[src/rtl/weight_tile_router.sv]
// Weight-SRAM scanner that routes words into per-slot lane FIFOs by address range.
// Optional WEIGHT_ROUTER_STATS_EN adds saturating push/drop counters.
module weight_tile_router #(
   parameter int COUNT      = 4,
   parameter int ADDR_WIDTH = 8,
   parameter int DATA_WIDTH = 8,
   parameter int FIFO_DEPTH = 16
)(
   input  logic                          i_clk,
   input  logic                          i_rst,
   input  logic                          i_reg_clear,
   input  logic                          i_addr_write_en,
   input  logic [$clog2(COUNT)-1:0]      i_id,
   input  logic [ADDR_WIDTH-1:0]         i_start_addr,
   input  logic [ADDR_WIDTH-1:0]         i_end_addr,
   input  logic                          i_route_en,
   input  logic [ADDR_WIDTH-1:0]         i_read_start,
   input  logic [ADDR_WIDTH-1:0]         i_read_end,
   output logic                          o_sram_re,
   output logic [ADDR_WIDTH-1:0]         o_sram_addr,
   input  logic [DATA_WIDTH-1:0]         i_sram_data,
   input  logic                          i_pop_en,
   output logic [COUNT*DATA_WIDTH-1:0]   o_data,
   output logic [COUNT-1:0]              o_valid,
   output logic                          o_fifo_pop_ready,
   output logic                          o_fifo_empty,
   output logic                          o_overflow
`ifdef WEIGHT_ROUTER_STATS_EN
   ,
   output logic [15:0]                   o_push_count,
   output logic [15:0]                   o_drop_count
`endif
);

   typedef enum logic [2:0] {IDLE, SCAN, DRAIN, READY, POP} state_t;

   localparam int PW = $clog2(FIFO_DEPTH);
   localparam int CW = PW + 1;
   localparam logic [ADDR_WIDTH-1:0] A_ONE = ADDR_WIDTH'(1);
   localparam logic [PW-1:0] P_ONE = PW'(1);
   localparam logic [CW-1:0] C_ONE = CW'(1);
   localparam logic [CW-1:0] C_FULL = CW'(FIFO_DEPTH);

   state_t state, state_n;

   logic [ADDR_WIDTH-1:0] cur, rend;
   logic                  rd_vld;
   logic [ADDR_WIDTH-1:0] rd_addr;

   logic [ADDR_WIDTH-1:0] slot_start [COUNT];
   logic [ADDR_WIDTH-1:0] slot_end   [COUNT];

   logic [DATA_WIDTH-1:0] mem  [COUNT][FIFO_DEPTH];
   logic [PW-1:0]         wptr [COUNT];
   logic [PW-1:0]         rptr [COUNT];
   logic [CW-1:0]         cnt  [COUNT];

   logic [COUNT-1:0] hit, full, nonempty, last, push, pop, ovf_hit;
   logic pop_phase, all_empty, all_last;

   always_comb begin
      pop_phase = (state == READY) || (state == POP);
      hit       = '0;
      full      = '0;
      nonempty  = '0;
      last      = '0;
      push      = '0;
      pop       = '0;
      ovf_hit   = '0;
      for (int k = 0; k < COUNT; k++) begin
         hit[k]      = rd_vld && (slot_start[k] <= rd_addr)
                       && (rd_addr < slot_end[k]);
         full[k]     = (cnt[k] == C_FULL);
         nonempty[k] = (cnt[k] != '0);
         last[k]     = (cnt[k] <= C_ONE);
         push[k]     = hit[k] && !full[k];
         ovf_hit[k]  = hit[k] && full[k];
         pop[k]      = pop_phase && i_pop_en && nonempty[k];
      end
      all_empty = ~|nonempty;
      all_last  = &last;
   end

   always_comb begin
      o_sram_re        = (state == SCAN);
      o_sram_addr      = o_sram_re ? cur : '0;
      o_fifo_pop_ready = pop_phase;
      o_fifo_empty     = all_empty && !rd_vld;
   end

   // DRAIN lasts one cycle: the final in-flight word is pushed on its exit edge
   always_comb begin
      state_n = state;
      unique case (state)
         IDLE: begin
            if (i_route_en)
               state_n = (i_read_start < i_read_end) ? SCAN : DRAIN;
         end
         SCAN: begin
            if (cur + A_ONE == rend)
               state_n = DRAIN;
         end
         DRAIN: state_n = READY;
         READY: begin
            if (i_pop_en)
               state_n = all_last ? IDLE : POP;
         end
         POP: begin
            if ((i_pop_en && all_last) || all_empty)
               state_n = IDLE;
         end
         default: state_n = IDLE;
      endcase
   end

   always_ff @(posedge i_clk or posedge i_rst) begin
      if (i_rst) begin
         state      <= IDLE;
         cur        <= '0;
         rend       <= '0;
         rd_vld     <= 1'b0;
         rd_addr    <= '0;
         o_data     <= '0;
         o_valid    <= '0;
         o_overflow <= 1'b0;
         for (int k = 0; k < COUNT; k++) begin
            slot_start[k] <= '0;
            slot_end[k]   <= '0;
            wptr[k]       <= '0;
            rptr[k]       <= '0;
            cnt[k]        <= '0;
         end
      end else if (i_reg_clear) begin
         state      <= IDLE;
         cur        <= '0;
         rend       <= '0;
         rd_vld     <= 1'b0;
         rd_addr    <= '0;
         o_data     <= '0;
         o_valid    <= '0;
         o_overflow <= 1'b0;
         for (int k = 0; k < COUNT; k++) begin
            slot_start[k] <= '0;
            slot_end[k]   <= '0;
            wptr[k]       <= '0;
            rptr[k]       <= '0;
            cnt[k]        <= '0;
         end
      end else begin
         state   <= state_n;
         rd_vld  <= o_sram_re;
         rd_addr <= o_sram_addr;
         if (state == IDLE && i_route_en) begin
            cur  <= i_read_start;
            rend <= i_read_end;
         end else if (state == SCAN) begin
            cur <= cur + A_ONE;
         end
         if (i_addr_write_en && (int'(i_id) < COUNT)) begin
            slot_start[i_id] <= i_start_addr;
            slot_end[i_id]   <= i_end_addr;
         end
         o_valid <= pop;
         for (int k = 0; k < COUNT; k++) begin
            if (push[k])
               wptr[k] <= wptr[k] + P_ONE;
            if (pop[k]) begin
               rptr[k] <= rptr[k] + P_ONE;
               o_data[k*DATA_WIDTH +: DATA_WIDTH] <= mem[k][rptr[k]];
            end
            if (push[k] && !pop[k])
               cnt[k] <= cnt[k] + C_ONE;
            else if (pop[k] && !push[k])
               cnt[k] <= cnt[k] - C_ONE;
         end
         if (|ovf_hit)
            o_overflow <= 1'b1;
      end
   end

   always_ff @(posedge i_clk) begin
      for (int k = 0; k < COUNT; k++) begin
         if (push[k] && !i_reg_clear)
            mem[k][wptr[k]] <= i_sram_data;
      end
   end

`ifdef WEIGHT_ROUTER_STATS_EN
   function automatic logic [15:0] sat_add(input logic [15:0] a,
                                           input logic [15:0] b);
      logic [16:0] s;
      s = {1'b0, a} + {1'b0, b};
      return s[16] ? 16'hFFFF : s[15:0];
   endfunction

   logic [15:0] push_inc, drop_inc;

   // a word hitting no slot is one drop; each full lane it hits is another
   always_comb begin
      push_inc = 16'($countones(push));
      drop_inc = 16'($countones(ovf_hit))
                 + ((rd_vld && (hit == '0)) ? 16'd1 : 16'd0);
   end

   always_ff @(posedge i_clk or posedge i_rst) begin
      if (i_rst) begin
         o_push_count <= '0;
         o_drop_count <= '0;
      end else if (i_reg_clear) begin
         o_push_count <= '0;
         o_drop_count <= '0;
      end else begin
         o_push_count <= sat_add(o_push_count, push_inc);
         o_drop_count <= sat_add(o_drop_count, drop_inc);
      end
   end
`endif

endmodule

[config.mk]
export PLATFORM = sky130hd
export DESIGN_NAME = weight_tile_router
export DESIGN_NICKNAME = d
export VERILOG_FILES = /design/src/rtl/weight_tile_router.sv
export SDC_FILE = /design/constraint.sdc
export NUM_CORES = 1
export LEC_CHECK = 0
export BUFFER_PORTS_ARGS = -buffer_cell sky130_fd_sc_hd__buf_2
export CAP_MARGIN = 10
export CORE_ASPECT_RATIO = 0.9
export CORE_UTILIZATION = 45
export DETAILED_ROUTE_END_ITERATION = 12
export GPL_TIMING_DRIVEN = 0
export PLACE_DENSITY = 0.59
export SLEW_MARGIN = 20
export SYNTH_ARGS = -nofsm -noshare
export SYNTH_HDL_FRONTEND = slang
export SYNTH_SLANG_ARGS = --single-unit
[constraint.sdc]
create_clock -name i_clk -period 5.6 [get_ports i_clk]
set_input_delay 0.56 -clock i_clk [delete_from_list [all_inputs] [get_ports i_clk]]
set_output_delay 0.56 -clock i_clk [all_outputs]
set_load 0.01 [all_outputs]
==> impl_metrics.tcl, run 1 <==
set metrics [dict create \
    status "finished with violations" \
    failed_checks "DRC" \
    crit_path_start_kind "flop" \
    ant_nets 0 \
    cp_cell_sequence "inv_1, ha_1, a211oi_1, nor2_1, nor4bb_1, o2111ai_1, nor2_1, buf_2, nand2_1, nor2_1" \
    crit_buf_inv 2 \
    power.density_nw_per_um2 336 \
    fp.dieW_um 275 \
    p_clk_frac 0.421 \
    hold_class "input port to asynchronous set/reset pin" \
    htree_levels 3 \
    ff2ff_path_depth 10 \
    fin_util 0.522 \
    setup_viol 0 \
    fin_crit_ns 4.23 \
    cp_max_fo 10 \
    synth_area_um2 30200 \
    dpl.hpwl_mm 49.5 \
    hold_buffers 0 \
    swShare 0.235 \
    postCtsSetupBuffers 0 \
    multiInputGateArea_um2 9680 \
    grt_max_degree 95 \
    syn_avg_cell_area_um2 15.0 \
    seqCellArea_um2 19900 \
    maxSlewViolCount 0 \
    maxSlewHeadroom 0.274 \
    final_area_um2 34400 \
    finalSetupTns_ns 0 \
    p_seq_frac 0.493 \
    io_buffers 94 \
    synth_enable_flop_cells 512 \
    comb_power_share 0.087 \
    num_rows 89 \
    cp_num_cells 10 \
    crit_path_start "rd_addr[5]$_DFF_PP0_" \
    pre_cts_ws_ns 1.34 \
    r2r-end "mem[2][52]$_DFFE_PP_" \
    die_h_um 248 \
    cts.path.max_buffers 3 \
    grt_overflow 0 \
    critical_path_class "flop to flop" \
    crit_end "mem[2][52]$_DFFE_PP_" \
    synth.net_count 2166 \
    cts_tree "yes" \
    placed_area_um2 32000 \
    critPathRequiredTime_ns 5.82 \
    syn_to_final_growth_pct 14.0 \
    arrival_ns 4.45 \
    worst_ir_drop_vdd_v 0.000279 \
    maxCapViolations 0 \
    io_pins 96 \
    viasPerCell 5.62 \
    dieArea_um2 68100 \
    critPathTopFamily "simple AND/OR/NAND/NOR gates" \
    design_power_total_mw 11.5 \
    ys_types 64 \
    yosysTopAreaCellShare 0.509 \
    drcViolationCount 6 \
    track_usage 0.223 \
    fin_ws_ns 1.37 \
    wl_mm 73.5 \
    period_share 0.755 \
    synth_cells 2014 \
    num-nets-final 2355 \
    dr.pass1.iters 12 \
    core_area_um2 65900 \
    initial_utilization 0.458 \
    power_switching_mw 2.72 \
    critPathMaxStageDelay_ns 0.85 \
    cts_resized 0 \
    dr_total_vias 17600 \
    synth-main-ff-cell "edfxtp_1" \
    grt_pass1_wl_mm 112 \
    crit_slowest_cell "nor2_1" \
    fin_skew_ns 0.0187 \
    cts.sinks 693 \
    fillers 5456 \
    drt_iter0_drc 1591 \
    r2r_slack_ns 1.37 \
    fmax_mhz 236 \
    root_buffer "clkbuf_16" \
    worstMarginPinSlew_ns 1.08 \
    reg2reg_from "rd_addr[5]$_DFF_PP0_" \
    clk_pin_slew_ns 0.06 \
    clk_latency_ns 0.61 \
    wire_per_inst_um 23.5 \
    async_reset_ff_frac 0.261 \
    drive_gt1_frac 0.197 \
    intPower_mw 8.83 \
    cp-end-kind "flop" \
    yosys_warnings 0 \
    yosysSeqAreaShare 0.659 \
    cpMostUsedCell "nor2_1" \
    rsz0062_at_grt "no" \
    synth.largest_area_cell "edfxtp_1" \
    ys_top_cells_by_area "edfxtp_1 (51%), dfrtp_1 (15%), mux4_2 (12%)" \
    antenna_found_initial 3 \
    finalWeightedCongestion 0.851 \
    grt_pass1_vias 17900 \
    numCtsBuffers 73 \
    power_leakage_nw 12.2 \
    ys_ff_latch 693 \
    timing.final.hold_violations 0 \
]
==> metrics by stage <==
step,instances,hold slack (ns)
floorplan,2014,0.496
global placement,2972,0.505
detailed placement,2992,0.515
CTS,3124,0.0706
global route,3125,0.113
finish,3125,0.0700
==> cell usage in the layout, fill, tap and decap left out, types with 25 or more instances in the layout <==
master     synthesis  final
ha_1             104    104
nand2_1          274    274
nor2_1           144    144
a21oi_1          137    137
nand4_1           28     28
inv_1             69     68
dfrtp_1          181    181
clkbuf_1          79     99
edfxtp_1         512    512
clkbuf_16          0     75
xnor2_1           25     25
buf_2             19    114
mux4_2           160    160
==> area by class of cell <==
type / count / share of cell area
clock inverters: 32 / 0.0111
well taps: 864 / 0.0314
repair buffers: 114 / 0.0189
plain buffers: 108 / 0.0131
diodes: 1 / 0.0000727
inverters: 69 / 0.00774
clock buffers: 100 / 0.0581
multi-input cells: 1144 / 0.281
flip-flops and latches: 693 / 0.578
==> state kept, by name, indices dropped and copies added (netlist names) <==
signal and count:
wptr 16, o_data 32, slot_start 32, rptr 16
rend 8, state 3, rd_vld 1, cur 8
mem 512, slot_end 32, rd_addr 8, o_valid 4
cnt 20, o_overflow 1
==> layer usage <==
layer,share of wire,track usage,vias up
li1,-,-,7941
met1,0.45,0.320,9073
met2,0.47,0.350,436
met3,0.049,0.0391,120
met4,0.025,0.0653,4
met5,0.00046,0,-
==> how the worst min path moves through the flow <==
stage                              from                          to  slack (ns)  cells after the start
2_1_floorplan   slot_end[0]$_DFFE_PP0P_     slot_end[0]$_DFFE_PP0P_        0.50                      2
3_3_place_gp   slot_end[24]$_DFFE_PP0P_    slot_end[24]$_DFFE_PP0P_        0.51                      2
3_5_place_dp     o_data[22]$_DFFE_PP0P_      o_data[22]$_DFFE_PP0P_        0.51                      2
4_1_cts                           i_rst  slot_start[21]$_DFFE_PP0P_        0.07                      2
5_1_grt                           i_rst  slot_start[19]$_DFFE_PP0P_        0.11                      2
6_report                          i_rst  slot_start[24]$_DFFE_PP0P_        0.07                      2
==> synth_stat cells, types with 3 or more instances <==
| master | instances |
|---|---|
| a211oi_1 | 18 |
| a21oi_1 | 137 |
| a31oi_1 | 6 |
| and2_1 | 14 |
| and3_1 | 19 |
| and4_1 | 5 |
| buf_1 | 7 |
| buf_2 | 19 |
| clkbuf_1 | 79 |
| dfrtp_1 | 181 |
| edfxtp_1 | 512 |
| ha_1 | 104 |
| inv_1 | 69 |
| mux2_2 | 14 |
| mux2i_1 | 9 |
| mux4_2 | 160 |
| nand2_1 | 274 |
| nand2b_1 | 9 |
| nand3_1 | 19 |
| nand3b_1 | 7 |
| nand4_1 | 28 |
| nor2_1 | 144 |
| nor2b_1 | 21 |
| nor3_2 | 3 |
| nor4_1 | 15 |
| nor4b_1 | 9 |
| o2111ai_1 | 5 |
| o211ai_1 | 3 |
| o21a_1 | 5 |
| o21ai_0 | 17 |
| o21ai_1 | 3 |
| o22ai_1 | 7 |
| o31ai_1 | 4 |
| or2_2 | 3 |
| or3_1 | 5 |
| or3b_2 | 3 |
| xnor2_1 | 25 |
| xor2_1 | 21 |
==> power by group through the flow <==
stage | sequential (mW) | clock [mW] | combinational, mW
6_report | 5.69 | 4.86 | 1.00
5_1_grt | 5.70 | 5.14 | 1.12
4_1_cts | 5.69 | 4.95 | 1.01
3_5_place_dp | 5.79 | 0 | 1.00
3_3_place_gp | 5.79 | 0 | 0.971
2_1_floorplan | 5.76 | 0 | 0.636
==> cells by family (layout without fill, tap and decap cells) <==
family | count (synthesis) | count (layout) | synth area share
DFF | 693 | 693 | 0.659
and+or+nand+nor | 587 | 587 | 0.0890
AOI/OAI and AO/OA | 222 | 222 | 0.0429
muxes | 184 | 184 | 0.128
buffers and inverters | 177 | 423 | 0.0234
adders and majority gates | 104 | 104 | 0.0431
xor gates and xnor gates | 47 | 47 | 0.0141
other | 0 | 1 | 0
(Power assumes the default switching activity.)
==> inputs of run 2 (changes only) <==
--- a/config.mk
+++ b/config.mk
@@ -11,7 +11,7 @@
 export CORE_UTILIZATION = 45
 export DETAILED_ROUTE_END_ITERATION = 12
 export GPL_TIMING_DRIVEN = 0
-export PLACE_DENSITY = 0.59
+export PLACE_DENSITY = 0.57
 export SLEW_MARGIN = 20
 export SYNTH_ARGS = -nofsm -noshare
 export SYNTH_HDL_FRONTEND = slang
==> constraint.sdc (replaced) <==
create_clock -name i_clk -period 4.1 [get_ports i_clk]
set_input_delay 0.41 -clock i_clk [delete_from_list [all_inputs] [get_ports i_clk]]
set_output_delay 0.41 -clock i_clk [all_outputs]
set_load 0.01 [all_outputs]
==> run 2 against run 1 <==
Against the previous run:
- the run still ends with DRC left
- first-iteration DRC count shrank 9.8%
- fmax up 6.8%
- sequential share of layout area is 0.71 points lower
- clock-buffer cell count fell by 2
- global-route usage shrank 0.49 points
- worst setup slack worse by 1.2 ns
- combinational power up 38%
==> impl_metrics.tcl, run 2 (same netlist as run 1, synthesis figures left out) <==
set metrics [dict create \
    fin_crit_ns 3.96 \
    cp-end-kind "flop" \
    fp.dieW_um 275 \
    drive_gt1_frac 0.213 \
    die_h_um 248 \
    fin_skew_ns 0.0213 \
    io_buffers 94 \
    failed_checks "DRC" \
    crit_path_start "rd_addr[6]$_DFF_PP0_" \
    grt_overflow 0 \
    design_power_total_mw 16.2 \
    viasPerCell 5.59 \
    root_buffer "clkbuf_16" \
    maxSlewHeadroom 0.275 \
    critPathRequiredTime_ns 4.35 \
    cts_tree "yes" \
    setup_viol 0 \
    final_area_um2 34800 \
    numCtsBuffers 72 \
    layout_commonest_cell "edfxtp_1" \
    num-nets-final 2361 \
    crit_path_start_kind "flop" \
    arrival_ns 4.21 \
    fmax_mhz 252 \
    maxSlewViolCount 0 \
    dieArea_um2 68100 \
    hold_class "input port to flop" \
    ant_nets 0 \
    grt_max_degree 65 \
    core_area_um2 65900 \
    worstMarginPinSlew_ns 1.09 \
    cp_max_fo 10 \
    drt_iter0_drc 1435 \
    cts.sinks 693 \
    dpl.hpwl_mm 48.9 \
    initial_utilization 0.458 \
    timing.final.hold_violations 0 \
    grt_pass1_vias 17900 \
    wire_per_inst_um 23.0 \
    htree_levels 3 \
    wl_mm 72.0 \
    worst_ir_drop_vdd_v 0.000258 \
    finalSetupTns_ns 0 \
    placed_area_um2 32100 \
    hold_slack_ns 0.0545 \
    power_leakage_nw 12.3 \
    num_rows 89 \
    reg2reg_from "rd_addr[6]$_DFF_PP0_" \
    largest_reg_flops 512 \
    grt_pass1_wl_mm 110 \
    worst_hold_startpoint "i_read_end[5]" \
    final_cell_mix "edfxtp_1 (512), nand2_1 (274), dfrtp_1 (180)" \
    period_share 0.966 \
    status "finished with violations" \
    clk_pin_slew_ns 0.06 \
    dr_total_vias 17500 \
    finalWeightedCongestion 0.867 \
    io_pins 96 \
    syn_to_final_growth_pct 15.4 \
    clk_latency_ns 0.62 \
    drcViolationCount 9 \
    rsz0062_at_grt "yes" \
    diodes 0 \
    track_usage 0.218 \
    maxCapViolations 0 \
    cts.path.max_buffers 3 \
    critical_path_class "flop to flop" \
    dr.pass1.iters 10 \
    power.density_nw_per_um2 466 \
    antenna_found_initial 1 \
]
run 2: what timing repair did:
item,CTS,global route
gates resized for setup,14,16
hold buffers,1,0
pin swaps,0,0
setup endpoints to repair,105,218
endpoints found under the hold margin,16,0
setup buffers,0,0
run 2: routing by layer:
layer  vias up  global-route usage  part of all wire
met5         -                   0                 0
met4         0              0.0614             0.022
met3       106              0.0286             0.040
met2       383               0.358              0.49
met1      9059               0.307              0.45
li1       7956                   -                 -
run 2: final cells by class:
cell class                 count  area, um^2
fill                        5449       31100
sequential                   693       19900
multi-input combinational   1144        9780
clock buffer                  98        2070
tap                          864        1080
timing repair buffer         121         771
clock inverter                34         522
buffer                       108         450
inverter                      69         263
run 2: per-stage QoR:
stage,instances,util,worst slack (ns)
3_5_place_dp,2998,0.487,-0.406
3_3_place_gp,2972,0.481,-1.13
6_report,3131,0.529,0.139
5_1_grt,3131,0.529,0.00202
4_1_cts,3131,0.528,0.0186
2_1_floorplan,2014,-,0.685
run 2: final timing paths:
kind | endpoint | slack (ns) | cells past startpoint
max | mem[2][93]$_DFFE_PP_ | 0.14 | 10
min | rend[5]$_DFFE_PP0P_ | 0.05 | 3
max reg2reg | mem[2][93]$_DFFE_PP_ | 0.14 | 10
min reg2reg | slot_end[0]$_DFFE_PP0P_ | 0.52 | 2
max in group asynchronous | o_valid[2]$_DFF_PP0_ | 2.58 | 7
min in group asynchronous | slot_start[31]$_DFFE_PP0P_ | 0.41 | 3
run 2: critical path, cell delays in order, from the launching register on:
cell and delay (ns):
dfrtp_1 0.57, inv_1 0.20, ha_1 0.26, a211oi_1 0.24
nor2_1 0.12, nor4bb_2 0.47, o2111ai_1 0.42, nor2_1 0.26
buf_2 0.27, nand2_1 0.26, nor2_2 0.52
run 2: report_power, final:
part | leakage, nW | internal [mW] | switching (mW)
clock network | 1.26 | 4.38 | 2.72
logic | 3.95 | 0.493 | 0.889
registers | 7.10 | 7.66 | 0.112
